[config.mk]
export PLATFORM = sky130hd
export DESIGN_NAME = mem_rd_arbiter
export DESIGN_NICKNAME = d
export VERILOG_FILES = /design/src/rtl/mem_rd_arbiter.sv
export SDC_FILE = /design/constraint.sdc
export NUM_CORES = 1
export LEC_CHECK = 0
export CORE_MARGIN = 1.5
export CORE_UTILIZATION = 36
export CTS_BUF_LIST = sky130_fd_sc_hd__clkbuf_4
export CTS_CLUSTER_DIAMETER = 40
export DETAILED_ROUTE_END_ITERATION = 6
export PLACE_DENSITY = 0.82
export SETUP_SLACK_MARGIN = 0.15
export SYNTH_ARGS = -nofsm -noshare
export SYNTH_HDL_FRONTEND = slang
export SYNTH_SLANG_ARGS = --single-unit
[constraint.sdc]
create_clock -name clk -period 1.8 [get_ports clk]
set_input_delay 0.36 -clock clk [delete_from_list [all_inputs] [get_ports clk]]
set_output_delay 0.36 -clock clk [all_outputs]
set_load 0.01 [all_outputs]
[src/rtl/mem_rd_arbiter.sv]
// Single-outstanding AXI read arbiter between the fetch refill path and the data path.
// Fetch transactions cancelled by a flush still complete on AXI but deliver nothing upstream.
module mem_rd_arbiter #(
  parameter logic [3:0] ID_I = 4'd0,
  parameter logic [3:0] ID_D = 4'd1
) (
  input  logic        clk,
  input  logic        rst,
  input  logic        i_req,
  input  logic [31:0] i_addr,
  input  logic [3:0]  i_len,
  input  logic        i_cancel,
  output logic        i_ack,
  output logic        i_rvalid,
  output logic [31:0] i_rdata,
  output logic        i_rlast,
  input  logic        d_req,
  input  logic [31:0] d_addr,
  input  logic [3:0]  d_len,
  input  logic [2:0]  d_size,
  output logic        d_ack,
  output logic        d_rvalid,
  output logic [31:0] d_rdata,
  output logic        d_rlast,
  output logic [3:0]  arid,
  output logic [31:0] araddr,
  output logic [7:0]  arlen,
  output logic [2:0]  arsize,
  output logic [1:0]  arburst,
  output logic        arvalid,
  input  logic        arready,
  input  logic [3:0]  rid,
  input  logic [31:0] rdata,
  input  logic [1:0]  rresp,
  input  logic        rlast,
  input  logic        rvalid,
  output logic        rready
);

  typedef enum logic [1:0] {IDLE, ADDR, DATA} state_t;

  state_t      state_reg, state_next;
  logic [3:0]  ar_id_reg;
  logic [31:0] ar_addr_reg;
  logic [3:0]  ar_len_reg;
  logic [2:0]  ar_size_reg;
  logic        owner_d_reg;
  logic        drop_reg;
  logic        last_d_reg;
  logic        beat_valid_reg;
  logic [31:0] beat_data_reg;
  logic        beat_last_reg;

  logic grant_d;
  logic req_any;
  logic ar_hs;
  logic r_hs;
  logic unused_axi;

  // Data wins a tie unless it won the previous grant, so fetch cannot starve.
  assign grant_d    = d_req & (~i_req | ~last_d_reg);
  assign req_any    = i_req | d_req;
  assign ar_hs      = (state_reg == ADDR) & arready;
  assign r_hs       = (state_reg == DATA) & rvalid;
  assign unused_axi = ^{rid, rresp};

  always_ff @(posedge clk) begin
    if (rst) state_reg <= IDLE;
    else     state_reg <= state_next;
  end

  always_comb begin
    state_next = state_reg;
    case (state_reg)
      IDLE:    if (req_any) state_next = ADDR;
      ADDR:    if (arready) state_next = DATA;
      DATA:    if (rvalid && rlast) state_next = IDLE;
      default: state_next = IDLE;
    endcase
  end

  always_comb begin
    arvalid  = (state_reg == ADDR);
    rready   = (state_reg == DATA);
    i_ack    = ar_hs & ~owner_d_reg & ~drop_reg & ~i_cancel;
    d_ack    = ar_hs & owner_d_reg;
    i_rvalid = beat_valid_reg & ~owner_d_reg & ~drop_reg;
    d_rvalid = beat_valid_reg & owner_d_reg;
    i_rdata  = i_rvalid ? beat_data_reg : 32'd0;
    d_rdata  = d_rvalid ? beat_data_reg : 32'd0;
    i_rlast  = i_rvalid & beat_last_reg;
    d_rlast  = d_rvalid & beat_last_reg;
  end

  always_ff @(posedge clk) begin
    if (rst) begin
      ar_id_reg      <= 4'd0;
      ar_addr_reg    <= 32'd0;
      ar_len_reg     <= 4'd0;
      ar_size_reg    <= 3'd0;
      owner_d_reg    <= 1'b0;
      drop_reg       <= 1'b0;
      last_d_reg     <= 1'b0;
      beat_valid_reg <= 1'b0;
      beat_data_reg  <= 32'd0;
      beat_last_reg  <= 1'b0;
    end else begin
      if (state_reg == IDLE && req_any) begin
        ar_id_reg   <= grant_d ? ID_D : ID_I;
        ar_addr_reg <= grant_d ? d_addr : i_addr;
        ar_len_reg  <= grant_d ? d_len : i_len;
        ar_size_reg <= grant_d ? d_size : 3'b010;
        owner_d_reg <= grant_d;
        drop_reg    <= 1'b0;
        last_d_reg  <= grant_d;
      end else if (state_reg != IDLE && i_cancel && !owner_d_reg) begin
        drop_reg <= 1'b1;
      end
      beat_valid_reg <= r_hs;
      beat_last_reg  <= r_hs & rlast;
      if (r_hs) beat_data_reg <= rdata;
    end
  end

  assign arid    = ar_id_reg;
  assign araddr  = ar_addr_reg;
  assign arlen   = {4'd0, ar_len_reg};
  assign arsize  = ar_size_reg;
  assign arburst = 2'b01;

endmodule
==> reports/summary.md, run 1 <==
The run finished, with violations left. The checks that failed: negative setup slack. The critical path class was flip-flop to primary output.

The logs give 24.6% for the total global routing track utilization and 46.0% for the sequential group share of total power. The width of the die was 102 um. Along the worst path, the maximum fanout reaches 9. The logs give 0 for the initial antenna violation count and 0.42 ns for the latest clock arrival within the worst-skew pair. Max-cap violations in this run came to 0. For this design the ratio of total power to cell area is 596 nW/um^2. Port buffering added 226 buffers. The final max-slew violation count was 0. Counting flops and latches in the post-synthesis netlist gives 77. The largest buffer count on any clock path was 2; the required time of the critical path was 1.44 ns. Once the floorplan was initialized, standard cells occupied 37.6% of the core. The post-synthesis instance area came out at 3510 sq um.

STA classifies the critical path startpoint as a flip-flop. The library cell with the highest instance count after synthesis is sky130_fd_sc_hd__dfxtp_1. The area growth from synthesis to layout is 95.3%.

IR analysis of the VDD net gives a maximum drop of 0.498 mV. Yosys printed 0 warnings. Final core area utilization: 73.5%. Counting instances in the post-synthesis netlist gives the leading cell types as 77 x sky130_fd_sc_hd__dfxtp_1, 67 x sky130_fd_sc_hd__nand2_1, 36 x sky130_fd_sc_hd__and2_1, 36 x sky130_fd_sc_hd__mux2i_1, 36 x sky130_fd_sc_hd__o2bb2ai_1.

The total overflow left after global routing is 0. The number of hold buffers added after CTS was 0. Routability-driven placement finished with a final weighted congestion of 0.745. The final route contains 3,868 vias. The run gives 698 as the fill cell total of the finished layout.

After detailed routing, the number of vias per cell comes to 5.00. The logs give 13,000 um for the wire length after detailed routing and 77 for the clock sink total. Of the total power, combinational logic draws 25.1%. The tools report the number of setup violations in the final report as 61. After synthesis, the cell types taking the most area are sky130_fd_sc_hd__dfxtp_1 44%, sky130_fd_sc_hd__mux2i_1 10%, sky130_fd_sc_hd__o2bb2ai_1 9.0%.

The final critical path takes up 110% of the cycle. In the synthesized netlist, the number of instances is 388. In this run, CTS created clock tree buffers numbering 9. The average wire per cell in the routed design came out at 16.8 um. Class of the most critical hold timing path: flip-flop to flip-flop. 0 antenna diodes ended up in the layout. TritonCTS built the clock tree. Detailed placement finished with a half-perimeter wire length of 8580 um.

The first detailed-routing pass took 6 iterations. For this run, asynchronously set or reset flops after synthesis account for 0%. Setup repair after global routing could not meet its margin everywhere. After the first detailed-routing iteration, the DRC count stood at 92. The switching part of the total power was 26.6%; the cell-internal power was 3000 uW.

In this run the static leakage power is 0.00302 uW. The run gives 0.0206 ns as the setup skew after layout. The synthesized design devotes to its leading area cell type 43.9% of total area. The via count of the first global-routing pass is 3,890. After clock tree synthesis, the clock-pin slew on the worst setup and hold paths is 0.12 ns. Of the cells placed in the final design, the portion with a size suffix greater than 1 is 30.2%.

The net switching power figure was 1090 uW; the die outline area was 10,300 sq um. In the synthesized netlist the dominant register cell turns out to be sky130_fd_sc_hd__dfxtp_1. The clock period minus worst slack works out to 1.97 ns.

Entering global routing, the biggest net connects 33 pins. Of all cell types, the one taking the most synthesized area is sky130_fd_sc_hd__dfxtp_1. The clock share of power came out at 28.8%. Across all register-to-register paths, the minimum setup slack is 0.14 ns.

The kind of end point of the critical path was a primary output. Summing all multi-input logic gate instances after layout gives 1960 sq um. During I/O placement, the number of pins put on the boundary was 242. Yosys mapped a number of flops with a built-in enable equal to 0. The worst path setup slack after routing is -0.172 ns, and the area of the placeable core is 9330 sq um. The area taken by flip-flops and latches is 1550 sq um, and the arrival time reported for the critical path endpoint is 1.61 ns. Maximum achievable frequency: 0.507 GHz. For the total count of hold-check failures in the final report, the log shows 0. In this run the clock root is driven by a sky130_fd_sc_hd__clkbuf_4. The H-tree was split into 3 levels.

Dividing the synthesized area by the synthesized cell count gives 9.04 sq um. In the routed design, unresolved DRC markers number 0. For the setup TNS, the log shows -6.06 ns. Y dimension of the die: 102 um. The wire length of the first global-routing pass came out at 19,600 um. Number of placement rows: 35. The logs give 0 for the number of routed nets with antenna violations and 43.9% for the fraction of the yosys area taken by sequential cells. After the last flow step, the layout net total stands at 761. After synthesis, the netlist uses 32 different library cells.
==> cell type report <==
class                           count  area share [%]
Timing Repair Buffer              278            44.1
Multi-Input combinational cell    274            28.6
Sequential cell                    77            22.6
Tap cell                          129            2.36
Clock inverter                      6            1.28
Clock buffer                       10            1.10
==> per-stage QoR <==
step	setup WS (ns)	hold slack (ns)	power [uW]	instances	instance area, sq um
4_1_cts	-0.170	0.463	4050	768	6640
3_5_place_dp	-0.258	0.445	2830	727	5970
2_1_floorplan	0.240	0.440	2270	395	3530
3_3_place_gp	-0.219	0.444	2800	727	5970
5_1_grt	-0.262	0.467	4280	774	6850
6_report	-0.172	0.468	4080	774	6850
==> routing by layer <==
metal	GRT usage, %	vias to the layer above	share of wire, %
met5	0	-	0
met4	9.29	0	3.1
met3	8.14	40	9.3
met2	44.5	198	50
met1	26.4	1794	37
li1	-	1836	-
==> repair_timing <==
item	CTS	global route
pin swaps	28	1
buffers inserted	16	3
resized for setup	412	24
setup endpoints to repair	112	108
gates cloned	9	3
==> cells by family (layout without fill, tap and decap cells) <==
group / count (synthesis) / count (layout) / share of synthesized area (%)
AND/OR/NAND/NOR: 151 / 151 / 22.5
AO/OA/AOI/OAI: 78 / 78 / 15.8
flip-flops: 77 / 77 / 43.9
buffers and inverters: 44 / 294 / 7.31
multiplexers: 36 / 36 / 10.3
other: 2 / 9 / 0.214
==> worst paths after layout <==
kind | start | to | cells after the start
setup / recovery | last_d_reg | i_rdata[12] | 6
hold / removal | araddr[17] | araddr[17] | 1
setup reg to reg | last_d_reg | araddr[27] | 8
hold reg to reg | araddr[17] | araddr[17] | 1
==> placed cells by master, fill, tap and decap left out, types with 12 or more instances in the layout <==
master / netlist / final
sky130_fd_sc_hd__buf_2: 16 / 21
sky130_fd_sc_hd__buf_6: 3 / 42
sky130_fd_sc_hd__o2bb2ai_1: 36 / 33
sky130_fd_sc_hd__dfxtp_1: 77 / 72
sky130_fd_sc_hd__a21oi_1: 34 / 34
sky130_fd_sc_hd__and3_1: 34 / 27
sky130_fd_sc_hd__clkdlybuf4s50_1: 0 / 114
sky130_fd_sc_hd__nand2_1: 67 / 67
sky130_fd_sc_hd__dlygate4sd2_1: 0 / 39
sky130_fd_sc_hd__clkdlybuf4s15_2: 0 / 12
sky130_fd_sc_hd__buf_12: 0 / 15
sky130_fd_sc_hd__and2_4: 0 / 27
sky130_fd_sc_hd__buf_4: 13 / 16
sky130_fd_sc_hd__mux2i_1: 36 / 30
==> critical path, stage by stage (launching register included) <==
cell	delay (ns)
sky130_fd_sc_hd__dfxtp_4	0.39
sky130_fd_sc_hd__nor3b_4	0.22
sky130_fd_sc_hd__buf_6	0.15
sky130_fd_sc_hd__buf_6	0.10
sky130_fd_sc_hd__buf_16	0.11
sky130_fd_sc_hd__and2_1	0.12
sky130_fd_sc_hd__buf_2	0.12
==> power by group through the flow <==
stage / Clock [uW] / Combinational (uW) / Sequential [uW]
finish: 1180 / 1030 / 1880
global route: 1300 / 1090 / 1890
CTS: 1200 / 970 / 1880
detailed placement: 0 / 918 / 1910
global placement: 0 / 896 / 1900
floorplan: 0 / 322 / 1940
No activity file was read; power rests on OpenSTA's default activity.
==> run 2: changes to the inputs <==
- SLEW_MARGIN: unset -> 15
==> results of run 2 <==
The final DEF is identical to that of run 1; final timing and power are the same.
==> run 3: changes to the inputs <==
- CORE_AREA: unset -> 2 2 95 97
- CORE_MARGIN: 1.5 -> unset
- CORE_UTILIZATION: 36 -> unset
- DIE_AREA: unset -> 0 0 97 99
- DONT_BUFFER_PORTS: unset -> 1
- PLACE_DENSITY: 0.82 -> 0.55
==> run 3 against run 2 <==
The flow still finishes with violations (negative setup slack). Wire length shrank 35%. Sequential share of layout area increased by 17 points. Register-to-register slack better by 0.16 ns. First-iteration DRC count shrank 16%. Via count is 30% lower. Setup slack improved by 0.15 ns. Final cell count decreased by 36%. Cell area shrank 43%. Utilization fell by 28 points. Non-clock buffer count is 259 lower. Maximum frequency up 8.5%. Combinational power shrank 64%. Highest routed layer unchanged.
==> reports/summary.md, run 3 (same netlist as run 1, synthesis figures left out) <==
For the H-tree depth, the log shows 3 (unchanged). The worst setup path is captured at a primary output. The maximum achievable frequency was 0.550 GHz (+8.5%); the post-detailed-placement half-perimeter wirelength was 6170 um (-28%). The ratio of total power to cell area works out to 964 nW/um^2 (+62%). The clock buffer count from CTS was 9 (unchanged).

Capturing element of the worst setup path: i_rdata[5]. The peak fanout along the critical path is 34 (+25). The final RePlAce weighted congestion came out at 0.831 (+11%). Area added between synthesis and finish: 10.3%. The run gives 849 (+22%) as the fill cell total of the finished layout.

The wire length after detailed routing is 8490 um (-35%). Global route total overflow: 0 (unchanged). The run gives 502 (-34%) as the number of nets in the finished design. The run gives 0.0153 ns (-0.00521 ns) as the setup skew after layout. For the max capacitance violation total, the log shows 0 (unchanged). Leaving out fill and tap cells, the most frequent cells in the layout are 73 x sky130_fd_sc_hd__dfxtp_1, 67 x sky130_fd_sc_hd__nand2_1, 36 x sky130_fd_sc_hd__mux2i_1, 36 x sky130_fd_sc_hd__o2bb2ai_1, 35 x sky130_fd_sc_hd__and2_1.

For the pin with the worst max-slew slack, the measured transition is 0.648 ns. In this run the worst setup path begins at last_d_reg. The signal on the critical path passes through nor3b_4 -> buf_12 -> and2_1. The count of buffers inserted at the top-level ports is 0 (-100%), and the summed area of non-filler cells in the final layout is 3870 sq um (-43%).

TritonCTS built the clock tree. The maximum vdd drop is 0.399 mV (-20%). The average wire per cell in the routed design is 17.2 um (+2.3%), and the share of cells above drive strength 1 is 12.5% (-18 points).

The worst slack at placement was 0.0644 ns (+0.323 ns). The per-cell via count in the routed design is 5.50 (+10%). The checks that failed: negative setup slack. Remaining routing DRC violations: 0 (unchanged). The y dimension of the die is 99 um (-2.7%). The logs give 0 (unchanged) for the final max-slew violation count and 0.00158 uW (-48%) for the static leakage.

The run gives -0.0185 ns (+0.154 ns) as the worst path setup slack after routing. The total count of hold-check failures in the final report came out at 0 (unchanged). The flow ran to the end, but the final reports show violations. For the total iterations of the first detailed-routing run, the log shows 5 (-1). The delay of the slowest critical-path stage works out to 0.42 ns (+0.03 ns). In this run the critical register-to-register path is launched from state_reg[0]. The number of cells traversed by the worst register-to-register path came out at 5 (-3). DRC marker count from the first detailed-route iteration: 77 (-16%). The run gives 0.40 ns (-0.02 ns) as the latest clock arrival within the worst-skew pair. The die outline area came out at 9600 sq um (-7.2%). Terminus of the critical flop-to-flop path: beat_data_reg[18].

Setup repair after global routing could not meet its margin everywhere. The clock sink total was 77 (unchanged); the register clock-pin slew on the reported worst setup and hold paths was 0.12 ns (about the same). The worst hold slack across all endpoints is 0.0461 ns (-0.422 ns).

The fraction of the cycle the final worst path needs is 101% (-8.6 points). Clock tree synthesis selected as its root buffer the cell sky130_fd_sc_hd__clkbuf_4. The register-to-register setup slack was 0.30 ns (+0.16 ns); the top-level port count was 242 (unchanged). The largest buffer count on any clock path was 2 (unchanged). Number of setup violations in the final report: 31 (-49%). The number of vias in the routed layout is 2,710 (-30%).

The required time of the critical path is 1.44 ns (about the same), and the number of placement rows is 34 (-2.9%). For the wire length of the first global-routing pass, the log shows 13,200 um (-33%). The area of the placeable core is 8550 sq um (-8.3%).

The slowest stage of the critical path is the sky130_fd_sc_hd__dfxtp_4 cell. The tools report the launching element type of the critical path as a flip-flop. The most common cell after layout, fill and taps aside is sky130_fd_sc_hd__dfxtp_1. The placement-stage cell area came out at 3570 sq um (-40%). The worst pin sits at a relative slew slack of 56.6%. For the number of routed nets with antenna violations, the log shows 0 (unchanged). The tools report the starting utilization of the core area as 41.0% (+3.4 points).

Total global routing track utilization: 17.2% (-7.4 points). The clock period minus worst slack is 1.82 ns (-0.154 ns), and the pin count of the biggest net entering global routing is 37 (+12%). The logs give 3730 uW (-8.6%) for the post-route total power and 0 (unchanged) for the count of inserted antenna diode cells. The initial antenna violation count was 0 (unchanged); the width of the die was 97 um (-4.6%). For the arrival time reported for the critical path endpoint, the log shows 1.46 ns (-0.15 ns). The class of the most critical hold timing path is primary input to flip-flop.

The worst setup path is of the flip-flop to primary output kind. The run gives 2,582 (-34%) as the via count of the first global-routing pass.
==> run 3: cell types whose count changed in the layout (fill, tap and decap cells not counted), sizes merged <==
cell | before | now
dlygate4sd2 | 39 | 0
clkdlybuf4s15 | 15 | 0
clkinvlp | 2 | 0
clkinv | 2 | 1
clkbuf | 14 | 10
buf | 106 | 18
bufinv | 2 | 4
dlygate4sd3 | 0 | 1
clkdlybuf4s50 | 114 | 0
==> run 3: area by class of cell <==
| class | instances | area, sq um | area share (%) |
|---|---|---|---|
| tap | 108 | 135 | 3.49 |
| clock buffer | 10 | 75.1 | 1.94 |
| multi-input combinational | 274 | 1780 | 46.0 |
| timing repair buffer | 19 | 206 | 5.33 |
| clock inverter | 5 | 124 | 3.20 |
| sequential | 77 | 1550 | 40.1 |
==> run 3: repair_timing <==
item	in CTS	in global routing
endpoints found under the hold margin	34	0
pin swaps	1	1
hold buffers	2	0
setup buffers	3	0
endpoints found under the setup margin	72	70
resized for setup	11	6
==> run 3: metrics by stage <==
| stage | std cells | util, % | setup TNS (ns) |
|---|---|---|---|
| after floorplan | 395 | - | 0 |
| after global placement | 473 | 41.8 | 0 |
| after detailed placement | 473 | 41.8 | 0 |
| after CTS | 493 | 45.0 | -1.91 |
| after global routing | 493 | 45.3 | -3.23 |
| final | 493 | 45.3 | -0.139 |
==> run 3: how the worst min path moves through the flow <==
stage / cells after the start / from / endpoint
3_5_place_dp: 1 / rst / state_reg[1]
6_report: 1 / arready / state_reg[0]
4_1_cts: 1 / arready / state_reg[0]
3_3_place_gp: 1 / rst / state_reg[1]
2_1_floorplan: 2 / beat_data_reg[29] / beat_data_reg[29]
5_1_grt: 1 / arready / state_reg[0]
==> run 3: critical path: cells and delay by family (launching register included) <==
| family | cells | cell delay (ns) |
|---|---|---|
| buffers and inverters | 1 | 0.19 |
| flip-flops | 1 | 0.42 |
| AND/OR/NAND/NOR | 2 | 0.45 |
==> run 3: routing by layer <==
metal / vias up / share of wire, % / GRT usage, %
met5: - / 0 / 0
li1: 1306 / - / -
met4: 0 / 1.0 / 6.18
met2: 146 / 53 / 32.1
met3: 7 / 9.1 / 5.89
met1: 1251 / 37 / 17.8
==> run 3: report_power, final <==
part | internal, uW | leakage [uW] | switching [uW]
Clock | 848 | 0.000104 | 565
Combinational | 164 | 0.000848 | 210
Sequential | 1810 | 0.000631 | 129
Total | 2830 | 0.00158 | 904
